$ cat config.mk
export PLATFORM = sky130hd
export DESIGN_NAME = ctrl_pipe_unit
export DESIGN_NICKNAME = d
export VERILOG_FILES = /design/src/rtl/ctrl_pipe_unit.sv
export SDC_FILE = /design/constraint.sdc
export NUM_CORES = 1
export LEC_CHECK = 0
export CORE_MARGIN = 1
export CORE_UTILIZATION = 40
export DETAILED_ROUTE_END_ITERATION = 10
export PLACE_DENSITY = 0.75
export SKIP_LAST_GASP = 1
export SLEW_MARGIN = 10
export SYNTH_ARGS = -nofsm -noshare
export SYNTH_HDL_FRONTEND = slang
export SYNTH_SLANG_ARGS = --single-unit
$ cat constraint.sdc
create_clock -name clk_i -period 1.9 [get_ports clk_i]
set_input_delay 0.285 -clock clk_i [delete_from_list [all_inputs] [get_ports clk_i]]
set_output_delay 0.285 -clock clk_i [all_outputs]
set_load 0.005 [all_outputs]
$ cat src/rtl/ctrl_pipe_unit.sv
// ctrl_pipe_unit: main control for the 5-stage MIPS core.
// Decodes the ID opcode into a control bundle and carries it through the
// EX, MEM and WB stage registers. Load-use hazards raise a stall. Stall,
// flush and illegal opcodes insert a bubble into EX.
module ctrl_pipe_unit #(
   parameter int REG_ADDR_W = 5,
   parameter bit EXT_OPS    = 1'b1,
   parameter int ALUOP_W    = 3
) (
   input  logic                  clk_i,
   input  logic                  rst_i,
   input  logic                  valid_i,
   input  logic                  flush_i,
   input  logic [5:0]            op_i,
   input  logic [REG_ADDR_W-1:0] rs_i,
   input  logic [REG_ADDR_W-1:0] rt_i,
   input  logic [REG_ADDR_W-1:0] rd_i,
   output logic                  stall_o,
   output logic                  id_branch_o,
   output logic                  id_jump_o,
   output logic                  ex_alu_src_o,
   output logic                  ex_ext_op_o,
   output logic [ALUOP_W-1:0]    ex_alu_op_o,
   output logic [REG_ADDR_W-1:0] ex_wreg_o,
   output logic                  mem_read_o,
   output logic                  mem_write_o,
   output logic                  wb_reg_write_o,
   output logic                  wb_mem_to_reg_o,
   output logic [REG_ADDR_W-1:0] wb_wreg_o,
   output logic                  illegal_o
);

   localparam logic [5:0] OP_RTYPE = 6'b000000;
   localparam logic [5:0] OP_ADDI  = 6'b001000;
   localparam logic [5:0] OP_LW    = 6'b100011;
   localparam logic [5:0] OP_SW    = 6'b101011;
   localparam logic [5:0] OP_BEQ   = 6'b000100;
   localparam logic [5:0] OP_J     = 6'b000010;
   localparam logic [5:0] OP_ANDI  = 6'b001100;
   localparam logic [5:0] OP_ORI   = 6'b001101;

   localparam logic [ALUOP_W-1:0] ALU_ADD   = ALUOP_W'(3'b000);
   localparam logic [ALUOP_W-1:0] ALU_SUB   = ALUOP_W'(3'b001);
   localparam logic [ALUOP_W-1:0] ALU_FUNCT = ALUOP_W'(3'b011);
   localparam logic [ALUOP_W-1:0] ALU_AND   = ALUOP_W'(3'b100);
   localparam logic [ALUOP_W-1:0] ALU_OR    = ALUOP_W'(3'b101);

   // Control bundle held in the EX stage register; an all-zero value is a bubble.
   typedef struct packed {
      logic                  valid;
      logic                  alu_src;
      logic                  ext_op;
      logic [ALUOP_W-1:0]    alu_op;
      logic [REG_ADDR_W-1:0] wreg;
      logic                  mem_read;
      logic                  mem_write;
      logic                  reg_write;
      logic                  mem_to_reg;
   } ctrl_t;

   ctrl_t                 w_dec;
   logic                  w_uses_rs;
   logic                  w_uses_rt;
   logic                  w_is_branch;
   logic                  w_is_jump;
   logic                  w_illegal;
   logic                  w_hazard;
   logic                  w_stall;
   logic                  w_accept;

   ctrl_t                 r_ex;
   logic                  r_mem_read;
   logic                  r_mem_write;
   logic                  r_mem_reg_write;
   logic                  r_mem_mem_to_reg;
   logic [REG_ADDR_W-1:0] r_mem_wreg;
   logic                  r_wb_reg_write;
   logic                  r_wb_mem_to_reg;
   logic [REG_ADDR_W-1:0] r_wb_wreg;
   logic                  r_illegal;

   // Opcode decode into a control bundle plus register-usage flags.
   always_comb begin
      w_dec       = '0;
      w_uses_rs   = 1'b1;
      w_uses_rt   = 1'b0;
      w_is_branch = 1'b0;
      w_is_jump   = 1'b0;
      w_illegal   = 1'b0;
      case (op_i)
         OP_RTYPE: begin
            w_dec.valid     = 1'b1;
            w_dec.wreg      = rd_i;
            w_dec.reg_write = 1'b1;
            w_dec.alu_op    = ALU_FUNCT;
            w_uses_rt       = 1'b1;
         end
         OP_ADDI, OP_LW: begin
            w_dec.valid      = 1'b1;
            w_dec.wreg       = rt_i;
            w_dec.alu_src    = 1'b1;
            w_dec.ext_op     = 1'b1;
            w_dec.alu_op     = ALU_ADD;
            w_dec.reg_write  = 1'b1;
            w_dec.mem_read   = (op_i == OP_LW);
            w_dec.mem_to_reg = (op_i == OP_LW);
         end
         OP_SW: begin
            w_dec.valid     = 1'b1;
            w_dec.alu_src   = 1'b1;
            w_dec.ext_op    = 1'b1;
            w_dec.alu_op    = ALU_ADD;
            w_dec.mem_write = 1'b1;
            w_uses_rt       = 1'b1;
         end
         OP_BEQ: begin
            w_dec.valid = 1'b1;
            w_dec.alu_op = ALU_SUB;
            w_uses_rt   = 1'b1;
            w_is_branch = 1'b1;
         end
         OP_J: begin
            // Jump is resolved in ID; nothing useful travels down the pipe.
            w_is_jump = 1'b1;
            w_uses_rs = 1'b0;
         end
         OP_ANDI, OP_ORI: begin
            if (EXT_OPS) begin
               w_dec.valid     = 1'b1;
               w_dec.wreg      = rt_i;
               w_dec.alu_src   = 1'b1;
               w_dec.ext_op    = 1'b0;
               w_dec.alu_op    = (op_i == OP_ORI) ? ALU_OR : ALU_AND;
               w_dec.reg_write = 1'b1;
            end else begin
               w_illegal = 1'b1;
            end
         end
         default: w_illegal = 1'b1;
      endcase
      // Writes to $0 are discarded at the source.
      if (w_dec.wreg == '0) begin
         w_dec.reg_write = 1'b0;
      end
   end

   // Load-use hazard against the instruction currently in EX.
   always_comb begin
      w_hazard = r_ex.valid && r_ex.mem_read && (r_ex.wreg != '0) &&
                 ((w_uses_rs && (r_ex.wreg == rs_i)) ||
                  (w_uses_rt && (r_ex.wreg == rt_i)));
      w_stall  = valid_i && !flush_i && w_hazard;
      w_accept = valid_i && !flush_i && !w_stall;
   end

   assign stall_o     = w_stall;
   assign id_branch_o = w_accept && w_is_branch;
   assign id_jump_o   = w_accept && w_is_jump;

   // Stage registers: EX takes the decode or a bubble; MEM and WB always advance.
   always_ff @(posedge clk_i) begin
      if (!rst_i) begin
         r_ex             <= '0;
         r_mem_read       <= 1'b0;
         r_mem_write      <= 1'b0;
         r_mem_reg_write  <= 1'b0;
         r_mem_mem_to_reg <= 1'b0;
         r_mem_wreg       <= '0;
         r_wb_reg_write   <= 1'b0;
         r_wb_mem_to_reg  <= 1'b0;
         r_wb_wreg        <= '0;
         r_illegal        <= 1'b0;
      end else begin
         r_ex             <= (w_accept && !w_illegal) ? w_dec : '0;
         r_mem_read       <= r_ex.mem_read;
         r_mem_write      <= r_ex.mem_write;
         r_mem_reg_write  <= r_ex.reg_write;
         r_mem_mem_to_reg <= r_ex.mem_to_reg;
         r_mem_wreg       <= r_ex.wreg;
         r_wb_reg_write   <= r_mem_reg_write;
         r_wb_mem_to_reg  <= r_mem_mem_to_reg;
         r_wb_wreg        <= r_mem_wreg;
         r_illegal        <= w_accept && w_illegal;
      end
   end

   assign ex_alu_src_o    = r_ex.alu_src;
   assign ex_ext_op_o     = r_ex.ext_op;
   assign ex_alu_op_o     = r_ex.alu_op;
   assign ex_wreg_o       = r_ex.wreg;
   assign mem_read_o      = r_mem_read;
   assign mem_write_o     = r_mem_write;
   assign wb_reg_write_o  = r_wb_reg_write;
   assign wb_mem_to_reg_o = r_wb_mem_to_reg;
   assign wb_wreg_o       = r_wb_wreg;
   assign illegal_o       = r_illegal;

endmodule

==> flow_metrics.env <==
export IMPL_hp_class="reg -> reg"
export IMPL_cp_slowest_cell="or4_4"
export IMPL_cts_root_buf="clkbuf_4"
export IMPL_p_leak_uw=0.000847
export IMPL_critPathLaunchType="flip-flop"
export IMPL_antenna_found_initial=0
export IMPL_drc=0
export IMPL_drt_met1_wl_um=1610
export IMPL_layout_nets=239
export IMPL_fin_crit_ps=2390
export IMPL_die_x_um=61.3
export IMPL_grt_overflow=0
export IMPL_tightest_slew_ps=427
export IMPL_status="finished, violations left"
export IMPL_crit_path_frequent_cell="buf_6"
export IMPL_maxSlewViolCount=0
export IMPL_antenna_cells=0
export IMPL_dpl_cell_count=244
export IMPL_synth_net_count=166
export IMPL_top_layer_used="met4"
export IMPL_avgRoutedWirePerCell_um=15.9
export IMPL_ys_ff_latch=30
export IMPL_post_route_period_util_pct=126
export IMPL_synth_largest_area_cell="dfxtp_1"
export IMPL_crit_buf_inv=3
export IMPL_grt_max_degree=16
export IMPL_syn_area_per_cell_sq_um=9.99
export IMPL_dpl_hpwl_um=2570
export IMPL_critPathCaptureType="primary output"
export IMPL_syn_inst=141
export IMPL_syn_to_final_growth_pct=71.2
export IMPL_start_util_pct=41.9
export IMPL_die_h_um=61.3
export IMPL_port_buffers=47
export IMPL_rsz0062_at_grt="true"
export IMPL_syn_cell_area_sq_um=1410
export IMPL_ys_types=36
export IMPL_tritoncts="built"
export IMPL_grt_pass1_vias=1177
export IMPL_firstDrtPassIters=4
export IMPL_final_util_pct=71.7
export IMPL_wl_met2_um=2200
export IMPL_cp_top_family="simple AND/OR/NAND/NOR gates"
export IMPL_rows=21
export IMPL_relSlewSlack_pct=71.2
export IMPL_yosysSeqAreaShare_pct=42.6
export IMPL_viasPerCell=5.18
export IMPL_slowest_delay_ps=540
export IMPL_violations="setup timing"
export IMPL_worst_slack_ps=-489
export IMPL_grt_pass1_wl_um=5510
export IMPL_die_area_sq_um=3760
export IMPL_fmax_mhz=419
export IMPL_htreeDepth=2
export IMPL_ant_nets=0
export IMPL_place_ws_ps=-742
export IMPL_synthTopCellsByArea="dfxtp_1 (43%), nor4_2 (8.0%), and2_1 (7.5%)"
export IMPL_track_usage_pct=20.5
export IMPL_clock_skew_ps=8.96
export IMPL_numCtsBuffers=5
export IMPL_hold_viol=0
export IMPL_clock_path_buffers=2
export IMPL_placed_area_sq_um=2050
export IMPL_routed_wl_um=4160
export IMPL_pwr_density_cell_nw_per_um2=493
export IMPL_maxCapViolCount=0
export IMPL_drive_gt1_share_pct=34.4
export IMPL_hold_buffers=0
export IMPL_setup_viol=18
export IMPL_final_cells=261
export IMPL_cp_max_fo=2
export IMPL_wl_met3_um=200
export IMPL_fin_area_sq_um=2410
export IMPL_async_flop_share_pct=0
export IMPL_clock_sinks=30
export IMPL_fillers=255
export IMPL_required_ps=1620
export IMPL_clk_latency_ps=320
export IMPL_fp_coreArea_sq_um=3360
export IMPL_synth_ff_type="dfxtp_1"
export IMPL_vias=1351
export IMPL_path_class="reg -> out"
export IMPL_arrival_ps=2100
export IMPL_drtIter0Drc=47
export IMPL_cp_cell_sequence="or4_4 > o211ai_4 > and4b_2 > buf_6 > buf_6 > nor3_4 > buf_2"
export IMPL_gp_congestion=0.804
export IMPL_synth_top_area_share_pct=42.6
export IMPL_clk_pin_slew_ps=90
export IMPL_num_io_pins=48
export IMPL_ir_drop_mv=0.217
export IMPL_yosysWarnings=0
export IMPL_synth_edff_count=0
==> where the power goes <==
group          switching (uW)  internal, uW
Combinational            78.3          96.0
Sequential              0.646           630
Clock                     205           179
Total                     283           905
==> cell usage after synthesis, drive strengths merged (2+ instances only) <==
library cell and n:
dfxtp 30, and2 17, buf 16, nor4 12, nor2 7, a22oi 5, o21ai 5, or4 5
xnor2 5, xor2 5, nor3 4, nand2 3, nand3 3, nor4b 3, and3 2, clkbuf 2
nand4 2, nor2b 2
==> routing by layer <==
layer / vias to the layer above / track usage (%)
li1: 650 / -
met1: 636 / 25.0
met2: 51 / 35.9
met3: 14 / 4.62
met4: 0 / 6.35
met5: - / 0
==> metrics by stage <==
step           TNS, ps  total power, uW  hold slack [ps]
5_1_grt          -6620             1240              454
3_5_place_dp     -8050              794              421
3_3_place_gp     -7310              791              415
6_report         -5630             1190              438
4_1_cts          -3010             1180              442
2_1_floorplan    -77.9              699              412
==> cell families (layout without fill, tap and decap cells) <==
family                    after synthesis  in the layout  share of synthesized area, %
and+or+nand+nor                        66             66                          32.9
xor gates and xnor gates               10             10                          6.22
AOI/OAI and AO/OA                      17             17                          9.77
buffers and inverters                  18             92                          8.44
DFF                                    30             30                          42.6
==> repair_timing <==
| action | CTS | global route |
|---|---|---|
| pin swaps | 13 | 12 |
| gates cloned | 1 | 0 |
| setup buffers | 5 | 3 |
| gates resized for setup | 34 | 13 |
| setup endpoints to repair | 18 | 18 |
==> final timing paths <==
kind | start | end | slack [ps] | depth (start not counted)
setup / recovery | ex_wreg_o[4]$_SDFF_PN0_ | id_branch_o | -490 | 7
hold / removal | r_mem_wreg[2]$_SDFF_PN0_ | wb_wreg_o[2]$_SDFF_PN0_ | 440 | 1
setup reg to reg | ex_wreg_o[4]$_SDFF_PN0_ | ex_alu_op_o[1]$_SDFF_PN0_ | -410 | 9
hold reg to reg | r_mem_wreg[2]$_SDFF_PN0_ | wb_wreg_o[2]$_SDFF_PN0_ | 440 | 1
==> cells in the final DEF (no fill, tap or decap), types with 4 or more instances in the layout <==
cell / count
and2_1: 17
clkdlybuf4s50_1: 43
o21ai_0: 4
buf_4: 28
buf_6: 7
xor2_1: 5
a22oi_1: 5
dfxtp_1: 28
xnor2_1: 5
nor2_1: 7
nor4_4: 10
clkbuf_4: 5
==> layout make-up <==
class | instances | area (sq um) | area share [%]
Tap cell | 46 | 57.6 | 2.39
Clock buffer | 7 | 55.1 | 2.28
Clock inverter | 1 | 5.00 | 0.207
Multi-Input combinational cell | 93 | 897 | 37.2
Timing Repair Buffer | 84 | 795 | 32.9
Sequential cell | 30 | 603 | 25.0
No activity file was read; power rests on OpenSTA's default activity.
